$ cat src/rtl/inv_odd_even_fsm_if.sv
// Bus bundle between the inverse 5/3 lifting sequencer, its column RAM and
// the decode-side control. The sat_o flag exists only when INV_LIFT_SAT_EN
// is defined.
interface inv_odd_even_fsm_if #(
    parameter int unsigned W      = 9,
    parameter int unsigned ADDR_W = 8
);

    // Control side
    logic                     start;
    logic                     busy;
    logic                     done;
    logic [6:0]               state;
    logic                     pass_o;

    // RAM side
    logic [ADDR_W-1:0]        addr;
    logic                     we_1;
    logic signed [W-1:0]      dout;
    logic signed [W-1:0]      res_o;

`ifdef INV_LIFT_SAT_EN
    logic                     sat_o;

    modport master (
        input  start,
        input  dout,
        output busy,
        output done,
        output state,
        output pass_o,
        output addr,
        output we_1,
        output res_o,
        output sat_o
    );

    modport slave (
        output start,
        output dout,
        input  busy,
        input  done,
        input  state,
        input  pass_o,
        input  addr,
        input  we_1,
        input  res_o,
        input  sat_o
    );
`else
    modport master (
        input  start,
        input  dout,
        output busy,
        output done,
        output state,
        output pass_o,
        output addr,
        output we_1,
        output res_o
    );

    modport slave (
        output start,
        output dout,
        input  busy,
        input  done,
        input  state,
        input  pass_o,
        input  addr,
        input  we_1,
        input  res_o
    );
`endif

endinterface

$ cat src/rtl/inv_odd_even_fsm.sv
// Inverse 5/3 lifting sequencer. Rebuilds one column in place in a
// single-port RAM with one cycle of read latency: pass 0 undoes the update
// step on even indices, pass 1 undoes the predict step on odd indices.
// Each sample takes five cycles: read left, read self, read right, compute,
// write back. Optional macro INV_LIFT_SAT_EN: saturate results instead of
// wrapping and expose a sticky sat_o flag.
module inv_odd_even_fsm #(
    parameter int unsigned W      = 9,
    parameter int unsigned ADDR_W = 8,
    parameter int unsigned N      = 256
) (
    input  logic               clk,
    input  logic               rst_fsm,
    inv_odd_even_fsm_if.master bus
);

    typedef enum logic [6:0] {
        StIdle = 7'b0000001,
        StRdL  = 7'b0000010,
        StRdS  = 7'b0000100,
        StRdR  = 7'b0001000,
        StCalc = 7'b0010000,
        StWr   = 7'b0100000,
        StDone = 7'b1000000
    } state_e;

    localparam logic [ADDR_W-1:0] LastOdd  = ADDR_W'(N - 1);
    localparam logic [ADDR_W-1:0] LastEven = ADDR_W'(N - 2);
    localparam logic [ADDR_W-1:0] IdxStep  = ADDR_W'(2);
    localparam logic [ADDR_W-1:0] IdxOne   = ADDR_W'(1);

    localparam logic signed [W+1:0] RoundTwo = (W + 2)'(2);
    localparam logic signed [W+1:0] SatMax   = (W + 2)'((2 ** (W - 1)) - 1);
    // Bitwise complement of 2**(W-1)-1 is -2**(W-1) at this width
    localparam logic signed [W+1:0] SatMin   = ~SatMax;

    // Left neighbour with mirror at the top edge of the column
    function automatic logic [ADDR_W-1:0] left_of(input logic [ADDR_W-1:0] i);
        return (i == '0) ? IdxOne : i - IdxOne;
    endfunction

    // Right neighbour with mirror at the bottom edge of the column
    function automatic logic [ADDR_W-1:0] right_of(input logic [ADDR_W-1:0] i);
        return (i == LastOdd) ? LastEven : i + IdxOne;
    endfunction

    state_e              state_q, state_d;
    logic [ADDR_W-1:0]   idx_q, idx_d;
    logic [ADDR_W-1:0]   addr_q, addr_d;
    logic                pass_q, pass_d;
    logic signed [W-1:0] l_q, l_d;
    logic signed [W-1:0] s_q, s_d;
    logic signed [W-1:0] res_q, res_d;

    logic signed [W+1:0] l_x, r_x, s_x;
    logic signed [W+1:0] sum_lr;
    logic signed [W+1:0] full;
    logic signed [W-1:0] res_calc;

`ifdef INV_LIFT_SAT_EN
    logic                sat_q, sat_d;
    logic                clamp;
`else
    // Wrap mode keeps only the low W bits of the wide result
    logic                unused_full;
    assign unused_full = ^full[W+1:W];
`endif

    // Lifting arithmetic at W+2 bits; R is taken straight from the RAM in CALC
    always_comb begin
        l_x    = {{2{l_q[W-1]}}, l_q};
        r_x    = {{2{bus.dout[W-1]}}, bus.dout};
        s_x    = {{2{s_q[W-1]}}, s_q};
        sum_lr = '0;
        full   = '0;
        if (!pass_q) begin
            sum_lr = l_x + r_x + RoundTwo;
            full   = s_x - (sum_lr >>> 2);
        end else begin
            sum_lr = l_x + r_x;
            full   = s_x + (sum_lr >>> 1);
        end
`ifdef INV_LIFT_SAT_EN
        clamp    = 1'b0;
        res_calc = full[W-1:0];
        if (full > SatMax) begin
            res_calc = SatMax[W-1:0];
            clamp    = 1'b1;
        end else if (full < SatMin) begin
            res_calc = SatMin[W-1:0];
            clamp    = 1'b1;
        end
`else
        res_calc = full[W-1:0];
`endif
    end

    // Next-state, index/pass bookkeeping and operand capture
    always_comb begin
        state_d = state_q;
        idx_d   = idx_q;
        pass_d  = pass_q;
        l_d     = l_q;
        s_d     = s_q;
        res_d   = res_q;
`ifdef INV_LIFT_SAT_EN
        sat_d   = sat_q;
`endif
        unique case (state_q)
            StIdle: begin
                if (bus.start) begin
                    idx_d   = '0;
                    pass_d  = 1'b0;
                    state_d = StRdL;
`ifdef INV_LIFT_SAT_EN
                    sat_d   = 1'b0;
`endif
                end
            end
            StRdL: state_d = StRdS;
            StRdS: begin
                l_d     = bus.dout;
                state_d = StRdR;
            end
            StRdR: begin
                s_d     = bus.dout;
                state_d = StCalc;
            end
            StCalc: begin
                res_d   = res_calc;
                state_d = StWr;
`ifdef INV_LIFT_SAT_EN
                if (clamp) begin
                    sat_d = 1'b1;
                end
`endif
            end
            StWr: begin
                if (!pass_q && (idx_q == LastEven)) begin
                    pass_d  = 1'b1;
                    idx_d   = IdxOne;
                    state_d = StRdL;
                end else if (pass_q && (idx_q == LastOdd)) begin
                    state_d = StDone;
                end else begin
                    idx_d   = idx_q + IdxStep;
                    state_d = StRdL;
                end
            end
            StDone: state_d = StIdle;
            default: state_d = StIdle;
        endcase
    end

    // Registered RAM address for the state being entered; held in IDLE and DONE
    always_comb begin
        addr_d = addr_q;
        unique case (state_d)
            StRdL:       addr_d = left_of(idx_d);
            StRdS, StWr: addr_d = idx_d;
            StRdR:       addr_d = right_of(idx_d);
            default:     addr_d = addr_q;
        endcase
    end

    // State and datapath registers; reset wins over start
    always_ff @(posedge clk) begin
        if (rst_fsm) begin
            state_q <= StIdle;
            idx_q   <= '0;
            addr_q  <= '0;
            pass_q  <= 1'b0;
            l_q     <= '0;
            s_q     <= '0;
            res_q   <= '0;
`ifdef INV_LIFT_SAT_EN
            sat_q   <= 1'b0;
`endif
        end else begin
            state_q <= state_d;
            idx_q   <= idx_d;
            addr_q  <= addr_d;
            pass_q  <= pass_d;
            l_q     <= l_d;
            s_q     <= s_d;
            res_q   <= res_d;
`ifdef INV_LIFT_SAT_EN
            sat_q   <= sat_d;
`endif
        end
    end

    // Output decode straight from the one-hot state register
    always_comb begin
        bus.state  = state_q;
        bus.busy   = (state_q == StRdL) || (state_q == StRdS) || (state_q == StRdR) ||
                     (state_q == StCalc) || (state_q == StWr);
        bus.done   = (state_q == StDone);
        bus.we_1   = (state_q == StWr);
        bus.addr   = addr_q;
        bus.res_o  = res_q;
        bus.pass_o = pass_q;
`ifdef INV_LIFT_SAT_EN
        bus.sat_o  = sat_q;
`endif
    end

endmodule
$ cat src/flat_wrapper.sv
// flat-port wrapper written by rule: the top's interface ports become plain ports
module inv_odd_even_fsm_flat 
#(
    parameter int unsigned W      = 9,
    parameter int unsigned ADDR_W = 8,
    parameter int unsigned N      = 256
)
  (clk, rst_fsm, bus_start, bus_dout, bus_busy, bus_done, bus_state, bus_pass_o, bus_addr, bus_we_1, bus_res_o);
  inv_odd_even_fsm_if #(.W(W), .ADDR_W(ADDR_W)) bus_i ();
  input  logic clk;
  input  logic rst_fsm;
  input wire logic [$bits(bus_i.start)-1:0] bus_start;
  input wire logic [$bits(bus_i.dout)-1:0] bus_dout;
  output wire logic [$bits(bus_i.busy)-1:0] bus_busy;
  output wire logic [$bits(bus_i.done)-1:0] bus_done;
  output wire logic [$bits(bus_i.state)-1:0] bus_state;
  output wire logic [$bits(bus_i.pass_o)-1:0] bus_pass_o;
  output wire logic [$bits(bus_i.addr)-1:0] bus_addr;
  output wire logic [$bits(bus_i.we_1)-1:0] bus_we_1;
  output wire logic [$bits(bus_i.res_o)-1:0] bus_res_o;
  assign bus_i.start = bus_start;
  assign bus_i.dout = bus_dout;
  assign bus_busy = bus_i.busy;
  assign bus_done = bus_i.done;
  assign bus_state = bus_i.state;
  assign bus_pass_o = bus_i.pass_o;
  assign bus_addr = bus_i.addr;
  assign bus_we_1 = bus_i.we_1;
  assign bus_res_o = bus_i.res_o;
  inv_odd_even_fsm #(.W(W), .ADDR_W(ADDR_W), .N(N)) u_core (.clk(clk), .rst_fsm(rst_fsm), .bus(bus_i));
endmodule
$ cat config.mk
export PLATFORM = sky130hd
export DESIGN_NAME = inv_odd_even_fsm_flat
export DESIGN_NICKNAME = d
export VERILOG_FILES = /design/src/rtl/inv_odd_even_fsm_if.sv /design/src/rtl/inv_odd_even_fsm.sv /design/src/flat_wrapper.sv
export SDC_FILE = /design/constraint.sdc
export NUM_CORES = 1
export LEC_CHECK = 0
export CAP_MARGIN = 20
export CORE_MARGIN = 5
export CORE_UTILIZATION = 52
export DETAILED_ROUTE_END_ITERATION = 6
export PLACE_DENSITY_LB_ADDON = 0.25
export RECOVER_POWER = 50
export SYNTH_ARGS = -nofsm -noshare
export SYNTH_HDL_FRONTEND = slang
export SYNTH_SLANG_ARGS = --single-unit
$ cat constraint.sdc
create_clock -name clk -period 13.3 [get_ports clk]
set_input_delay 1.33 -clock clk [delete_from_list [all_inputs] [get_ports clk]]
set_output_delay 1.33 -clock clk [all_outputs]
set_load 0.005 [all_outputs]
### Yosys cells after proc, flatten, opt, wreduce, memory -nomap -nowiden

Index checks and enable logic that the tools add are counted.

* reduce and logical (&&, ||, !) cells: 12
* add/sub/neg operators: 7
* equality and inequality tests: 16
* mux-type cells: 15

Operators by type and width (number)
* $pmux W7 S6: 1
* $mux W8: 5
* $eq A8 B8 Y1 const B: 3
* $pmux W8 S3: 1
* $mux W7: 3
* $pmux W8 S2: 1
* $eq A7 B2 Y1 const B: 2
* $eq A7 B3 Y1 const B: 2
* $eq A7 B4 Y1 const B: 2
* $eq A7 B6 Y1 const B: 2
* $add A10 B3 Y11 const B: 1
* $add A9 B9 Y10: 1
* $add A9 B9 Y9: 1
* $mux W9: 1
* $sub A9 B9 Y9: 1
* $add A8 B1 Y8 const B: 1
* $add A8 B2 Y8 const B: 1
* $logic_not A8 Y1: 1
* $sub A8 B1 Y8 const B: 1
* $eq A7 B1 Y1 const B: 1
* $eq A7 B5 Y1 const B: 1
* $eq A7 B7 Y1 const B: 1
* $logic_or A1 B1 Y1: 4
* $reduce_and A3 Y1: 1
* 9 further kinds: 11

* output and inout bits: 28
* input port bits: 12
* word-level logic and storage cells: 57
* register bits after elaboration: 51

### Logic depth before layout (Yosys ltp)

Gate-level depths: netlist (run 1).

* depth after elaboration: 8
* depth in mapped cells: 19
* gate-level depth less buffers: 18

### Worst setup path after synthesis (run 1)

Ideal clock, no wire load.

* kind: input port to flip-flop
* from: in bus_dout[1]
* to: reg u_core.res_q[8], in the netlist u_core.bus.res_o[8]
* setup slack: 8.082 ns
* data required time: 13.180 ns
* buffers on the path: 1
* setup time: 0.120 ns
* arrival time: 5.098 ns
* cell stages on the path: 19
* cells stage by stage: inv_1 > fa_1 > and2b_1 > o22ai_1 > xnor2_1 > xnor2_1 > and3_1 > clkbuf_1 > xnor2_1 > xnor2_1 > a21oi_1 > ha_1 > a21oi_1 > o21ai_0 > o41ai_1 > xnor2_1 > xnor2_1 > nor3_1 > a211o_1

* word-level cells in the longest chain between the ends: 4
* elaborated cells between the ends (all ways): 5
* those cells by class: 4 x add/sub; 1 x mux

RTL lines
* start, declared: line flat_wrapper.sv:13 `input wire logic [$bits(bus_i.dout)-1:0] bus_dout;`
* $add A9 B9 Y10 *: line inv_odd_even_fsm.sv:77, inv_odd_even_fsm.sv:80
* $add A10 B3 Y11: line inv_odd_even_fsm.sv:77 `sum_lr = l_x + r_x + RoundTwo;`
* $sub A9 B9 Y9: line inv_odd_even_fsm.sv:78 `full = s_x - (sum_lr >>> 2);`
* $mux W9 *: line inv_odd_even_fsm.sv:76 `if (!pass_q) begin`
* end signal, assigned: line inv_odd_even_fsm.sv:186 `res_q <= res_d;`
* end, declared: line inv_odd_even_fsm.sv:53 `logic signed [W-1:0] res_q, res_d;`

Every way passes the cells marked *; elsewhere a longest branch is shown, timed or not.
A chain may end at the register's enable or synchronous reset.

### Worst setup path after layout (run 1)

Ends and elaborated chain as after synthesis.

==> results of run 1 <==
-- synthesized netlist by cell type, types with 4 or more instances --
cell type,n,area [um^2]
a211oi_1,9,67.6
mux2i_1,13,130
inv_1,15,56.3
nand4_1,9,56.3
nand2b_1,5,31.3
a21o_1,4,30.0
nand3_1,15,75.1
nor2b_1,5,31.3
ha_1,22,275
a31oi_1,6,37.5
nand2_1,43,161
o21ai_0,17,85.1
nor3b_1,5,37.5
a21oi_1,34,170
clkbuf_1,18,67.6
buf_2,4,20.0
nor3_1,17,85.1
o31a_1,4,35.0
dfxtp_1,51,1020
nor2_1,60,225
xnor2_1,19,166
and3_1,8,50.1
o211a_1,5,50.1
-- per-layer routing --
layer | GRT usage | vias to the layer above | share of wire
met3 | 0.0295 | 28 | 0.048
li1 | - | 1857 | -
met5 | 0 | - | 0
met4 | 0.0961 | 0 | 0.033
met2 | 0.374 | 127 | 0.49
met1 | 0.268 | 1765 | 0.43
-- how the worst max path moves through the flow --
stage	from	to	slack, ns	cells past startpoint
2_1_floorplan	bus_dout[1]	u_core.bus.res_o[8]	8.08	19
3_3_place_gp	bus_dout[1]	u_core.bus.res_o[8]	7.39	19
3_5_place_dp	bus_dout[1]	u_core.bus.res_o[8]	7.16	19
4_1_cts	bus_dout[1]	u_core.bus.res_o[8]	7.47	19
5_1_grt	bus_dout[2]	u_core.bus.res_o[8]	6.87	17
6_report	bus_dout[1]	u_core.bus.res_o[8]	7.42	19
-- through the flow --
step / std cells / hold WS (ns)
3_3_place_gp: 605 / 0.451
6_report: 613 / 0.466
4_1_cts: 613 / 0.468
3_5_place_dp: 605 / 0.453
2_1_floorplan: 488 / 0.440
5_1_grt: 613 / 0.495
-- final cells by class --
cell class	instances	area (um^2)	area share
multi-input combinational	396	2710	0.614
inverter	17	65.1	0.0147
timing repair buffer	42	409	0.0927
clock buffer	6	72.6	0.0164
sequential	51	1020	0.231
tap	99	124	0.0281
clock inverter	2	12.5	0.00283
-- cells by family after synthesis --
family	Yosys count
and+or+nand+nor	201
DFF	51
adders and majority gates	24
buffers and inverters	41
xor gates and xnor gates	22
muxes	16
AOI/OAI and AO/OA	133
-- power by group through the flow --
stage | combinational (mW) | clock [mW] | sequential [mW]
floorplan | 0.0423 | 0 | 0.161
global placement | 0.0597 | 0 | 0.161
detailed placement | 0.0606 | 0 | 0.161
CTS | 0.0610 | 0.0945 | 0.158
global route | 0.0671 | 0.101 | 0.158
finish | 0.0602 | 0.0904 | 0.158
-- flip-flops by register name, indices dropped and copies added (netlist names) --
name	cells
u_core.bus.pass_o	1
u_core.bus.addr	8
u_core.idx_q	8
u_core.bus.res_o	9
u_core.s_q	9
u_core.l_q	9
u_core.bus.state	7
-- critical path: stages --
cell and delay [ns]:
clkdlybuf4s50_1 0.51, inv_1 0.09, fa_1 0.47, and2b_1 0.30, o22ai_1 0.17, xnor2_1 0.36
xnor2_1 0.26, and3_1 0.35, xnor2_1 0.17, xnor2_1 0.14, a21oi_1 0.09, ha_1 0.30
a21oi_1 0.21, o21ai_0 0.15, o41ai_1 0.34, xnor2_1 0.14, xnor2_1 0.26, nor3_1 0.08
a211o_1 0.38
==> results.cfg, run 1 <==
[floorplan]
core-area_um2 = 7290
io_pins = 40
start_util = 0.536
design.die.area_um2 = 9360
die-width_um = 96.7
dieHeight_um = 96.7
rows = 31

[clock_network]
cts_setup_buffers = 0
clk_pin_slew_ns = 0.10
holdBufCountCts = 0
cts_made_buffers = 5
clockBufferDepth = 2
clock_latency_ns = 0.31
cts.sinks = 51
cts_root_buffer = clkbuf_8
htree_levels = 2
cts_tree = built
cts.repair.resized = 0

[grt]
grt-ovfl-total = 0
grt_pass1_vias = 3521
antenna_found_initial = 0
grt_max_degree = 49
grt_util_all_layers = 0.217
grt_pass1_wl_um = 17200

[pwr]
vdd.ir_drop.worst_mv = 0.0377
leakagePower_nw = 1.85
pwr-share-seq = 0.511
p_sw_mw = 0.0883
power_density_nw_per_um2 = 69.8
combPwrFrac = 0.195
power_mw = 0.308
swShare = 0.286
p_int_mw = 0.220
clkPwrFrac = 0.293

[timing]
clock_skew_ns = 0.00718
tightest_slew_ns = 2.11
finalHoldViolCount = 0
maxSlewViolCount = 49
finalCritPeriodShare = 0.442
fmax_mhz = 170
min_period_ns = 5.88
relSlewSlack = -0.405
setup_viol = 0
tns_ns = 0
rsz0062_at_grt = no
setup_ws_ns = 7.42

[finish]
fin_util = 0.606
layout_common_cells = nor2_1, dfxtp_1, nand2_1
fin_area_um2 = 4420
final_common_cell = nor2_1
antenna_cells = 0
drive_above_1_share = 0.0700
nNetsFinal = 549
area_growth_pct = 12.9
fill_cells = 674

[critical_path]
r2r_cells = 16
cp-end-kind = register
crit_type = input pin to register
cp-start-kind = input pin
critPathRequiredTime_ns = 13.50
rr_startpoint = u_core.l_q[2]
cp_max_fo = 6
cp.arrival_ns = 6.08
r2r_setup_slack_ns = 8.63
r2r_end = u_core.bus.res_o[8]

[run_status]
outcome = finished with violations
violations = capacitance limit, slew limit

[logic_synthesis]
seq_area_frac_synth = 0.261
synth.cell_area_um2 = 3910
syn_avg_cell_area_um2 = 8.01
ys_ff_latch = 51
syn_inst = 488
synth-compound-area-share = 0.250
synth-simple-area-share = 0.271
synth_nets = 524
synth_top_family_by_area = simple AND/OR/NAND/NOR gates
synth_mux_area_frac = 0.0419
yosysUniqueCellTypes = 84
yosysWarnings = 0
synth_ff_type = dfxtp_1
yosys.area_share.xor_xnor = 0.0493
synthArstFlopShare = 0
synthAdderAreaFrac = 0.0806
synth-edff-count = 0

[placed_design]
pre_cts_slack_ns = 7.16
gp_congestion = 0.943
place_area_um2 = 4330
hpwl_um = 7770
port_buffers = 39

[hold_path]
min_to = u_core.l_q[3]
min_from = u_core.l_q[3]
hold_path_class = register to register
worstHoldPathCells = 2

[route]
num_vias = 3777
wirelength_um = 10400
drt-wirelength-per-cell_um = 16.9
drtIter0Drc = 153
drtPass1Iterations = 5
postRouteAntennaNets = 0
drc = 0
viasPerCell = 6.16

[flow_run]
max-cap-violations = 1
Power figures use the tool's default switching activity.
==> run 2, diff against run 1 <==
- clock period: 13.3 -> 5.24 ns (I/O delays scaled with it)
==> run 2 against run 1 <==
- the flow now finishes without violations
- critical path depth fell by 2
- hold slack improved by 0.0048 ns
- clock-buffer cell count rose by 1
- combinational power rose to 2.6 times the previous value
- utilization rose by 0.63 points
- worst setup slack got worse by 7.0 ns
- power rose to 2.6 times the previous value
- largest cell class unchanged
- highest routed layer unchanged
- global-route usage rose by 0.35 points
- register-to-register slack got worse by 7.8 ns
- flip-flop and latch count did not move
- final cell count rose by 0.98%
- first-iteration DRC count fell by 0.65%
==> results.cfg, run 2 (synthesized netlist as in run 1, its figures left out) <==
[run_status]
outcome = finished clean

[route]
wirelength_um = 10400
drtPass1Iterations = 5
num_vias = 3770
viasPerCell = 6.09
drc = 0
postRouteAntennaNets = 0
drt-wirelength-per-cell_um = 16.7
drtIter0Drc = 152

[timing]
tns_ns = 0
tightest_slew_ns = 0.932
finalCritPeriodShare = 0.914
rsz0062_at_grt = no
relSlewSlack = 0.375
clock_skew_ns = 0.0182
setup_viol = 0
min_period_ns = 4.79
finalHoldViolCount = 0
maxSlewViolCount = 0
fmax_mhz = 209

[finish]
fin_util = 0.612
drive_above_1_share = 0.0788
area_growth_pct = 14.1
regArea_um2 = 1020
antenna_cells = 0
layout_common_cells = nor2_1, dfxtp_1, nand2_1
final_cells = 619
multiInputGateArea_um2 = 2700
final_common_cell = nor2_1
nNetsFinal = 555
fill_cells = 706

[clock_network]
cts_root_buffer = clkbuf_8
cts.sinks = 51
clock_latency_ns = 0.31
clockBufferDepth = 2
htree_levels = 2
cts_made_buffers = 5
clk_pin_slew_ns = 0.09
holdBufCountCts = 0
cts_setup_buffers = 0
cts_tree = built

[pwr]
power_density_nw_per_um2 = 180
power_mw = 0.802
vdd.ir_drop.worst_mv = 0.0995
leakagePower_nw = 1.92

[flow_run]
max-cap-violations = 0

[critical_path]
r2r_setup_slack_ns = 0.86
cp.arrival_ns = 4.98
cp_max_fo = 8
cp-end-kind = register
r2r_end = u_core.bus.res_o[8]
cp-start-kind = input pin
critPathRequiredTime_ns = 5.43
r2r_cells = 16
rr_startpoint = u_core.l_q[1]
crit_type = input pin to register

[floorplan]
dieHeight_um = 96.7
rows = 31
die-width_um = 96.7
start_util = 0.536
io_pins = 40
core-area_um2 = 7290
design.die.area_um2 = 9360

[hold_path]
hold_path_class = register to register
min_from = u_core.l_q[4]
min_to = u_core.l_q[4]
worstHoldPathCells = 2

[grt]
grt-ovfl-total = 0
grt_pass1_vias = 3656
antenna_found_initial = 0
grt_util_all_layers = 0.220
grt_max_degree = 49
grt_pass1_wl_um = 17700

[placed_design]
hpwl_um = 7950
dpl.cell_count = 611
gp_congestion = 0.918
port_buffers = 39
run 2: changes by cell type in the layout (fill, tap and decap cells not counted), moves of 2 or more:
cell,previous run,this run
dlygate4sd3_1,14,24
clkdlybuf4s50_1,25,15
buf_4,2,8
nor3_1,17,19
run 2: worst max path at each step:
stage                 from                   to  slack, ns  cells past startpoint
2_1_floorplan  bus_dout[1]  u_core.bus.res_o[8]       0.83                     19
5_1_grt        bus_dout[2]  u_core.bus.res_o[8]       0.05                     19
6_report       bus_dout[1]  u_core.bus.res_o[8]       0.45                     17
4_1_cts        bus_dout[1]  u_core.bus.res_o[8]       0.40                     17
3_5_place_dp   bus_dout[1]  u_core.bus.res_o[8]       0.09                     17
3_3_place_gp   bus_dout[1]  u_core.bus.res_o[8]       0.22                     17
run 2: metal layers:
layer,wire [um],vias up,track usage,part of all wire
met3,470,24,0.0230,0.045
met2,5160,125,0.395,0.50
met4,294,0,0.0788,0.028
met1,4450,1753,0.272,0.43
met5,0,-,0,0
li1,-,1868,-,-
run 2: layout make-up:
class                      count  area share
clock inverter                 1     0.00196
inverter                      17      0.0146
sequential                    51       0.229
clock buffer                   7      0.0193
tap                           99      0.0278
multi-input combinational    396       0.606
timing repair buffer          48       0.102
run 2: power by group:
| part | internal (mW) | switching [mW] | total, mW |
|---|---|---|---|
| logic | 0.0723 | 0.0865 | 0.159 |
| clock network | 0.109 | 0.136 | 0.244 |
| registers | 0.395 | 0.00463 | 0.399 |
run 2: metrics by stage:
stage	worst slack [ns]	hold slack (ns)	instance area, um^2
floorplan	0.828	0.440	3910
CTS	0.401	0.471	4470
finish	0.453	0.471	4460
global route	0.0457	0.496	4460
global placement	0.218	0.449	4380
detailed placement	0.0904	0.457	4380
run 2: worst max-delay path, cell delays in order:
cell             delay, ns
clkdlybuf4s50_1       0.50
inv_1                 0.09
fa_1                  0.47
and2b_1               0.30
o22ai_1               0.20
xnor2_2               0.27
and3_1                0.36
nand4_1               0.14
xor2_1                0.34
a2bb2oi_1             0.17
o311ai_0              0.17
ha_1                  0.28
o41ai_1               0.40
xnor2_1               0.13
xnor2_1               0.24
nor3_1                0.07
a211o_1               0.31
run 2: repair_timing:
| item | 4_1_cts | 5_1_grt |
|---|---|---|
| setup endpoints to repair | 0 | 1 |
| gates resized for setup | 0 | 1 |
| hold endpoints to repair | 0 | 0 |
==> run 3, diff against run 2 <==
--- a/config.mk
+++ b/config.mk
@@ -10,2 +10,3 @@
 export CORE_UTILIZATION = 52
+export CTS_CLUSTER_DIAMETER = 150
 export DETAILED_ROUTE_END_ITERATION = 6
==> constraint.sdc (replaced) <==
create_clock -name clk -period 5.24 [get_ports clk]
set_input_delay 1.048 -clock clk [delete_from_list [all_inputs] [get_ports clk]]
set_output_delay 1.048 -clock clk [all_outputs]
set_load 0.005 [all_outputs]
==> run 3 against run 2 <==
- first-iteration DRC count is 65% higher
- final cell count rose by 6.8%
- non-clock buffer count rose by 43
- worst setup slack worse by 0.27 ns
- combinational power grew 19%
- design area up 9.9%
- sequential power hardly changed
- wire length rose by 9.1%
- register-to-register slack improved by 0.16 ns
- hold slack worse by 0.00078 ns
==> results.cfg, run 3 (synthesized netlist as in run 1, its figures left out) <==
[route]
drt-wirelength-per-cell_um = 17.1
postRouteAntennaNets = 0
num_vias = 4058
drtIter0Drc = 251
wirelength_um = 11300
drc = 0
drtPass1Iterations = 4
viasPerCell = 6.14

[critical_path]
cp-start-kind = input pin
cp_max_fo = 3
critPathRequiredTime_ns = 5.44
cp.arrival_ns = 5.26
cp-end-kind = register
crit_type = input pin to register

[timing]
finalHoldViolCount = 0
maxSlewViolCount = 0
relSlewSlack = 0.475
setup_viol = 0
holdWs_ns = 0.470
finalCritPeriodShare = 0.965
min_period_ns = 5.06
tightest_slew_ns = 0.788
clock_skew_ns = 0.00714
fmax_mhz = 198

[finish]
fill_cells = 622
final_common_cell = nor2_1
fin_area_um2 = 4900
layout_common_cells = nor2_1, buf_4, dfxtp_1
drive_above_1_share = 0.183
fin_util = 0.672
regArea_um2 = 1020
nNetsFinal = 598
multiInputGateArea_um2 = 2810
antenna_cells = 0
final_cells = 661
area_growth_pct = 25.4

[clock_network]
clk_pin_slew_ns = 0.09
clock_latency_ns = 0.30
cts_root_buffer = clkbuf_8
cts_tree = built
holdBufCountCts = 0
cts_setup_buffers = 0
clockBufferDepth = 2
cts_made_buffers = 5
htree_levels = 2
cts.sinks = 51

[floorplan]
dieHeight_um = 96.7
design.die.area_um2 = 9360
core-area_um2 = 7290
die-width_um = 96.7
rows = 31
start_util = 0.536
io_pins = 40

[pwr]
vdd.ir_drop.worst_mv = 0.122
power_density_nw_per_um2 = 176
leakagePower_nw = 2.15

[grt]
grt_pass1_vias = 3859
antenna_found_initial = 0
grt-ovfl-total = 0
grt_pass1_wl_um = 18700
grt_util_all_layers = 0.233
grt_max_degree = 49

[hold_path]
hold_path_class = register to register

[flow_run]
max-cap-violations = 0

[placed_design]
place_area_um2 = 4700
gp_congestion = 0.958
port_buffers = 39
dpl.cell_count = 654
hpwl_um = 8420

[run_status]
outcome = finished clean
-- run 3: worst max-delay path, stage by stage --
cell,delay (ns)
clkdlybuf4s50_1,0.49
inv_1,0.08
fa_2,0.56
inv_1,0.07
ha_2,0.21
xnor2_2,0.15
ha_1,0.29
mux2_2,0.30
fa_1,0.42
a21o_1,0.19
a21oi_2,0.16
o21ai_1,0.13
o41ai_2,0.38
xnor2_1,0.13
xnor2_1,0.26
nor3_1,0.10
a211o_1,0.28
-- run 3: stage by stage --
stage               power, mW  setup slack (ns)  TNS [ns]
floorplan               0.515             0.304         0
global placement        0.586           -0.0859   -0.0859
detailed placement      0.591            -0.332    -0.332
CTS                     0.862            0.0834         0
global route            0.903          -0.00119  -0.00119
finish                  0.863             0.183         0
-- run 3: cell type report --
cell class | instances | share of cell area
sequential | 51 | 0.208
tap | 99 | 0.0253
clock buffer | 6 | 0.0148
inverter | 17 | 0.0133
multi-input combinational | 396 | 0.574
clock inverter | 1 | 0.00612
timing repair buffer | 91 | 0.158
-- run 3: layer usage --
metal  global-route usage  up-vias  share of wire  wire length, um
met1                0.289     1936           0.41             4590
met2                0.428      141           0.51             5790
li1                     -     1953              -                -
met3               0.0252       28          0.058              651
met4               0.0594        0          0.025              282
met5                    0        -              0                0
-- run 3: timing repair --
| item | in CTS | in global routing |
|---|---|---|
| setup endpoints to repair | 1 | 1 |
| gates resized for setup | 1 | 21 |
| pin swaps | 0 | 10 |
-- run 3: power breakdown --
group | internal (mW) | switching, mW
logic | 0.0944 | 0.0943
registers | 0.395 | 0.00507
clock network | 0.140 | 0.134
total | 0.629 | 0.233
-- run 3: worst paths after layout --
kind | from | endpoint | slack (ns) | cells past startpoint
setup reg to reg | u_core.l_q[1] | u_core.bus.res_o[8] | 1.02 | 16
hold reg to reg | u_core.l_q[6] | u_core.l_q[6] | 0.47 | 2
hold / removal | u_core.l_q[6] | u_core.l_q[6] | 0.47 | 2
setup / recovery | bus_dout[1] | u_core.bus.res_o[8] | 0.18 | 17
